File: src/rtl/rv32i_types.sv
// rtl/rv32i_types.sv - RV32I ALU/compare opcode encodings and shared-ALU request helpers
package rv32i_types;

  typedef enum logic [2:0] {
    alu_add = 3'b000,
    alu_sll = 3'b001,
    alu_sra = 3'b010,
    alu_sub = 3'b011,
    alu_xor = 3'b100,
    alu_srl = 3'b101,
    alu_or  = 3'b110,
    alu_and = 3'b111
  } alu_ops;

  typedef enum logic [2:0] {
    beq  = 3'b000,
    bne  = 3'b001,
    blt  = 3'b100,
    bge  = 3'b101,
    bltu = 3'b110,
    bgeu = 3'b111
  } branch_funct3_t;

  localparam int ALU_TAG_W = 4;

  typedef struct packed {
    logic                 aluc;
    logic [2:0]           aluop;
    logic [31:0]          a;
    logic [31:0]          b;
    logic [ALU_TAG_W-1:0] tag;
  } alu_req_t;

  // Compare codes 010/011 have no branch meaning.
  function automatic logic is_illegal_aluop(input logic aluc, input logic [2:0] aluop);
    return !aluc && (aluop[2:1] == 2'b01);
  endfunction

endpackage

File: src/rtl/rr_arbiter.sv
// rtl/rr_arbiter.sv - combinational round-robin priority encoder starting at rr_ptr_i
module rr_arbiter #(
  parameter int N  = 2,
  parameter int IW = (N > 1) ? $clog2(N) : 1
) (
  input  logic [N-1:0]  elig_i,
  input  logic [IW-1:0] rr_ptr_i,
  output logic [N-1:0]  grant_o,
  output logic [IW-1:0] grant_idx_o,
  output logic          any_grant_o
);

  logic [2*N-1:0] dbl;

  assign dbl = {elig_i, elig_i};

  // Scan downward so the lowest offset from rr_ptr_i wins.
  always_comb begin
    grant_o     = '0;
    grant_idx_o = '0;
    any_grant_o = 1'b0;
    for (int k = N - 1; k >= 0; k--) begin
      if (dbl[int'(rr_ptr_i) + k]) begin
        any_grant_o = 1'b1;
        grant_idx_o = IW'((int'(rr_ptr_i) + k) % N);
      end
    end
    if (any_grant_o) grant_o[grant_idx_o] = 1'b1;
  end

endmodule

File: src/rtl/alu_share_arbiter.sv
// rtl/alu_share_arbiter.sv - round-robin sharing of one combinational ALU with registered per-requester responses
module alu_share_arbiter
  import rv32i_types::*;
#(
  parameter int NUM_REQ = 2,
  parameter int TAG_W   = 4
) (
  input  logic                          clk,
  input  logic                          rst,
  input  logic [NUM_REQ-1:0]            req_valid,
  output logic [NUM_REQ-1:0]            req_ready,
  input  logic [NUM_REQ-1:0]            req_aluc,
  input  logic [NUM_REQ-1:0][2:0]       req_aluop,
  input  logic [NUM_REQ-1:0][31:0]      req_a,
  input  logic [NUM_REQ-1:0][31:0]      req_b,
  input  logic [NUM_REQ-1:0][TAG_W-1:0] req_tag,
  output logic                          alu_aluc,
  output logic [2:0]                    alu_aluop,
  output logic [31:0]                   alu_a,
  output logic [31:0]                   alu_b,
  input  logic [31:0]                   alu_f,
  output logic [NUM_REQ-1:0]            resp_valid,
  input  logic [NUM_REQ-1:0]            resp_ready,
  output logic [NUM_REQ-1:0][31:0]      resp_data,
  output logic [NUM_REQ-1:0][TAG_W-1:0] resp_tag,
  output logic [NUM_REQ-1:0]            resp_err,
  output logic [31:0]                   conflict_cnt
);

  localparam int IW = (NUM_REQ > 1) ? $clog2(NUM_REQ) : 1;

  logic [NUM_REQ-1:0]            elig, grant;
  logic [IW-1:0]                 grant_idx, rr_ptr_q, rr_ptr_d;
  logic                          any_grant, illegal, conflict;
  logic [31:0]                   result, conflict_cnt_q, conflict_cnt_d;
  logic [NUM_REQ-1:0]            resp_valid_q, resp_valid_d, resp_err_q, resp_err_d;
  logic [NUM_REQ-1:0][31:0]      resp_data_q, resp_data_d;
  logic [NUM_REQ-1:0][TAG_W-1:0] resp_tag_q, resp_tag_d;
  int                            n_elig;

  // A full slot can accept a new result only if it drains this same cycle.
  assign elig = req_valid & (~resp_valid_q | resp_ready);

  rr_arbiter #(.N(NUM_REQ), .IW(IW)) u_rr (
    .elig_i      (elig),
    .rr_ptr_i    (rr_ptr_q),
    .grant_o     (grant),
    .grant_idx_o (grant_idx),
    .any_grant_o (any_grant)
  );

  assign req_ready = grant;

  always_comb begin
    alu_aluc  = 1'b1;
    alu_aluop = alu_add;
    alu_a     = '0;
    alu_b     = '0;
    if (any_grant) begin
      alu_aluc  = req_aluc[grant_idx];
      alu_aluop = req_aluop[grant_idx];
      alu_a     = req_a[grant_idx];
      alu_b     = req_b[grant_idx];
    end
  end

  assign illegal = any_grant && is_illegal_aluop(alu_aluc, alu_aluop);
  assign result  = illegal ? 32'h0 : alu_f;

  always_comb begin
    n_elig = 0;
    for (int i = 0; i < NUM_REQ; i++) n_elig += int'(elig[i]);
    conflict = (n_elig >= 2);
  end

  always_comb begin
    resp_valid_d = resp_valid_q & ~resp_ready;
    resp_data_d  = resp_data_q;
    resp_tag_d   = resp_tag_q;
    resp_err_d   = resp_err_q;
    for (int i = 0; i < NUM_REQ; i++) begin
      if (grant[i]) begin
        resp_valid_d[i] = 1'b1;
        resp_data_d[i]  = result;
        resp_tag_d[i]   = req_tag[i];
        resp_err_d[i]   = illegal;
      end
    end
    rr_ptr_d = rr_ptr_q;
    if (any_grant) rr_ptr_d = (int'(grant_idx) == NUM_REQ - 1) ? '0 : grant_idx + 1'b1;
    conflict_cnt_d = conflict_cnt_q;
    if (conflict && (conflict_cnt_q != 32'hFFFF_FFFF)) conflict_cnt_d = conflict_cnt_q + 32'd1;
  end

  always_ff @(posedge clk or posedge rst) begin
    if (rst) begin
      resp_valid_q   <= '0;
      resp_data_q    <= '0;
      resp_tag_q     <= '0;
      resp_err_q     <= '0;
      rr_ptr_q       <= '0;
      conflict_cnt_q <= '0;
    end else begin
      resp_valid_q   <= resp_valid_d;
      resp_data_q    <= resp_data_d;
      resp_tag_q     <= resp_tag_d;
      resp_err_q     <= resp_err_d;
      rr_ptr_q       <= rr_ptr_d;
      conflict_cnt_q <= conflict_cnt_d;
    end
  end

  assign resp_valid   = resp_valid_q;
  assign resp_data    = resp_data_q;
  assign resp_tag     = resp_tag_q;
  assign resp_err     = resp_err_q;
  assign conflict_cnt = conflict_cnt_q;

endmodule

File: config.mk
export PLATFORM = sky130hd
export DESIGN_NAME = alu_share_arbiter
export DESIGN_NICKNAME = d
export VERILOG_FILES = /design/src/rtl/rv32i_types.sv /design/src/rtl/rr_arbiter.sv /design/src/rtl/alu_share_arbiter.sv
export SDC_FILE = /design/constraint.sdc
export NUM_CORES = 1
export LEC_CHECK = 0
export ABC_AREA = 0
export CORE_AREA = 3 3 140 142
export CTS_CLUSTER_SIZE = 16
export DETAILED_ROUTE_END_ITERATION = 7
export DIE_AREA = 0 0 143 145
export GPL_TIMING_DRIVEN = 0
export PLACE_DENSITY = 0.83
export SYNTH_ARGS = -nofsm -noshare
export SYNTH_HDL_FRONTEND = slang
export SYNTH_HIERARCHICAL = 1
export SYNTH_SLANG_ARGS = --single-unit
File: constraint.sdc
create_clock -name clk -period 3.4 [get_ports clk]
set_clock_uncertainty 0.2 [all_clocks]
set_input_delay 0.34 -clock clk [delete_from_list [all_inputs] [get_ports clk]]
set_output_delay 0.34 -clock clk [all_outputs]
set_load 0.01 [all_outputs]
==> results.md <==
- Status: completed
- Critical R2R Capture: resp_data[60]$_DFFE_PP0P_
- Crit-path max FO: 10
- Critical path launch point type: input pin
- Crit path time final: 3300 ps
- CP endpoint kind: output port
- Largest net degree at the start of global routing: 43
- Detail Route Antenna Nets: 0
- Setup_tns: 0 ps
- Synth Instances: 609
- Power per cell area: 441 nW/µm²
- Via count of the first global-routing pass: 6,026
- CTS tree: yes
- Initial antenna violation count: 13
- Root Buffer: clkbuf_16
- Worst slew margin: 47.0%
- Synth warn: 6
- Grt ovf: 0
- Final Non-Filler Cells: 1,226
- Unrepaired setup endpoints after global routing: yes
- Synth Area in Compound Gates: 6.55%
- Leak: 4.45 nW
- Top Usage Layer GRT: met2
- Post-Synth Simple-Gate Area: 21.0%
- Reg2reg start: resp_valid[0]$_DFF_PP0_
- Htree depth: 3
- Most frequent cells in the layout: 349 x clkdlybuf4s50_1, 109 x dfrtp_1, 73 x nand3_1, 70 x inv_1
- Syn Area/Cell: 9.66 µm²
- Final core occ: 55.1%
- Total wire length: 23,300 µm
- Multi-input gate area: 2730 µm²
- Grt met1 use: 23.6%
- Setup ws final: 98.9 ps
- Max-slew violations: 0
- Synth top area share: 46.4%
- Total number of vias: 5,826
- Post-synthesis xor/xnor area fraction: 4.47%
- Maximum root-to-sink buffer count: 2
- # fillers: 1,646
- Initial core utilization: 31.7%
- Kind of critical path: input pin to output port
- Seq/Total Area, Yosys: 46.4%
- Initial DRT Pass Iterations: 5
- Post-Synth Adder-Cell Area: 0.213%
- Core Area: 18,600 µm²
- Max Cap Violations: 0
- Actual slew at the worst max-slew pin: 793 ps
- Pre-CTS setup slack: -550 ps
- Met2 usage: 37.1%
- Synth area leaders: dfrtp_1 46%, mux2i_1 12%, nor2b_1 7.1%, nand3_1 6.2%, o21ai_0 5.4%
- Die Y: 145 µm
- Layout cell share with drive strength beyond 1: 6.80%
- Worst skew pair latency: 350 ps
- Post-placement cell count: 1,204
- NumNets Final: 1,164
- R2r setup slk: 620 ps
- Most common cell after layout, fill and taps aside: clkdlybuf4s50_1
- Total track usage: 21.7%
- DR vias/cell: 4.75
- Largest family of logic cells by synthesized area: simple AND/OR/NAND/NOR gates
- Final setup viols: 0
- Final Hold Vio Count: 0
- Port buffer count: 359
- Final hold slack: 275 ps
- Net Count, Synth: 792
- Area leader, netlist: dfrtp_1
- #FFs+latches synth: 109
- Period utilization: 97.1%
- CP required: 2860 ps
- Sink Count: 109
- Final routed DRC violation total: 0
- I/O Pins: 360
- Hold_buf cts: 0
- Achievable Freq: 303 MHz
- Detailed Place HPWL: 19,000 µm
- Syn-to-layout area delta: 73.9%
- Wire length per cell: 19.0 µm
- Distinct cells, synth: 39
- Row Count: 50
- Clock transition at path regs: 70 ps
- R2R depth: 10
- Sequential cell area: 2730 µm²
- Cell area after synthesis: 5880 µm²
- Total clock buffers created by CTS: 9
- Placer Congestion: 0.898
- Mux share of post-synthesis cell area: 13.8%
- Hold Path Class: input pin to asynchronous set/reset pin
- Die width: 143 µm
- Detailed Route Iter0 Violations: 280
- First-pass GRT wire length: 34,800 µm
- Max VDD drop: 0.000259 V
- Worst path arrival time: 2760 ps
- Met3 global-route usage: 7.65%
- Die area: 20,700 µm²
-- logic make-up (layout without fill, tap and decap cells) --
| group | count (synthesis) | count (layout) |
|---|---|---|
| xor gates and xnor gates | 30 | 30 |
| adders and majority gates | 1 | 1 |
| buffers and inverters | 111 | 487 |
| other | 0 | 7 |
| and+or+nand+nor | 207 | 207 |
| muxes | 80 | 80 |
| AOI/OAI and AO/OA | 71 | 71 |
| DFF | 109 | 109 |
-- layout make-up --
| cell class | instances | share of cell area [%] |
|---|---|---|
| Timing Repair Buffer | 361 | 35.7 |
| Sequential cell | 109 | 26.7 |
| Multi-Input combinational cell | 389 | 26.7 |
| Tap cell | 234 | 2.86 |
| Inverter | 71 | 2.64 |
| Buffer | 40 | 2.53 |
| Clock buffer | 9 | 2.20 |
| Clock inverter | 6 | 0.575 |
| Antenna cell | 7 | 0.171 |
-- how the worst max path moves through the flow --
stage	startpoint	to	depth (start not counted)
floorplan	resp_valid[0]$_DFF_PP0_	alu_a[10]	8
global placement	resp_ready[0]	alu_a[23]	10
detailed placement	resp_ready[0]	alu_a[23]	10
CTS	resp_valid[0]$_DFF_PP0_	alu_a[30]	9
global route	resp_valid[0]$_DFF_PP0_	alu_a[3]	9
finish	resp_ready[1]	alu_a[30]	10
-- what timing repair did --
item                       4_1_cts  5_1_grt
setup endpoints to repair       68       23
setup buffers                    0        0
gates cloned                     0        0
gates resized for setup         23       17
-- per-stage QoR --
| step | power, mW | cell area, µm² |
|---|---|---|
| floorplan | 2.39 | 5890 |
| global placement | 3.47 | 9770 |
| detailed placement | 3.51 | 9810 |
| CTS | 4.55 | 10200 |
| global route | 4.74 | 10200 |
| finish | 4.52 | 10200 |
-- per-layer routing --
metal | routed length, µm | vias up
met5 | 68 | -
met4 | 993 | 12
met3 | 2240 | 53
met2 | 11400 | 257
met1 | 8540 | 2713
li1 | - | 2791
-- worst max-delay path: stages --
cell and delay (ps):
clkdlybuf4s50_1 390, or2b_2 320, and2_1 220, a21boi_2 180
clkbuf_8 160, buf_12 160, buf_12 150, mux2i_2 150
nor2b_1 120, clkdlybuf4s50_1 560
-- cell usage after synthesis (all sizes together) --
cell	n
dfrtp	109
nand4b	1
o22ai	1
nor2	7
and4	2
nor3	6
and3	8
nand4	17
xnor2	20
a21boi	4
or2b	2
and2	3
clkbuf	22
a31oi	1
ha	1
o21ai	64
o211ai	1
nand2	13
or2	1
nor2b	67
nor4	3
buf	18
mux2i	70
mux2	10
nand2b	3
nand3	74
xor2	10
inv	71
-- report_power, final --
group          leakage (nW)  switching (mW)  internal, mW
logic                  2.93           0.776          1.03
clock network         0.135           0.511         0.508
registers              1.39           0.159          1.53
-- registers in the layout, indices dropped and copies added (netlist names) --
| signal | flops |
|---|---|
| resp_err | 2 |
| conflict_cnt | 32 |
| resp_tag | 8 |
| rr_ptr_q | 1 |
| resp_data | 64 |
| resp_valid | 2 |
No activity file was read; power rests on OpenSTA's default activity.
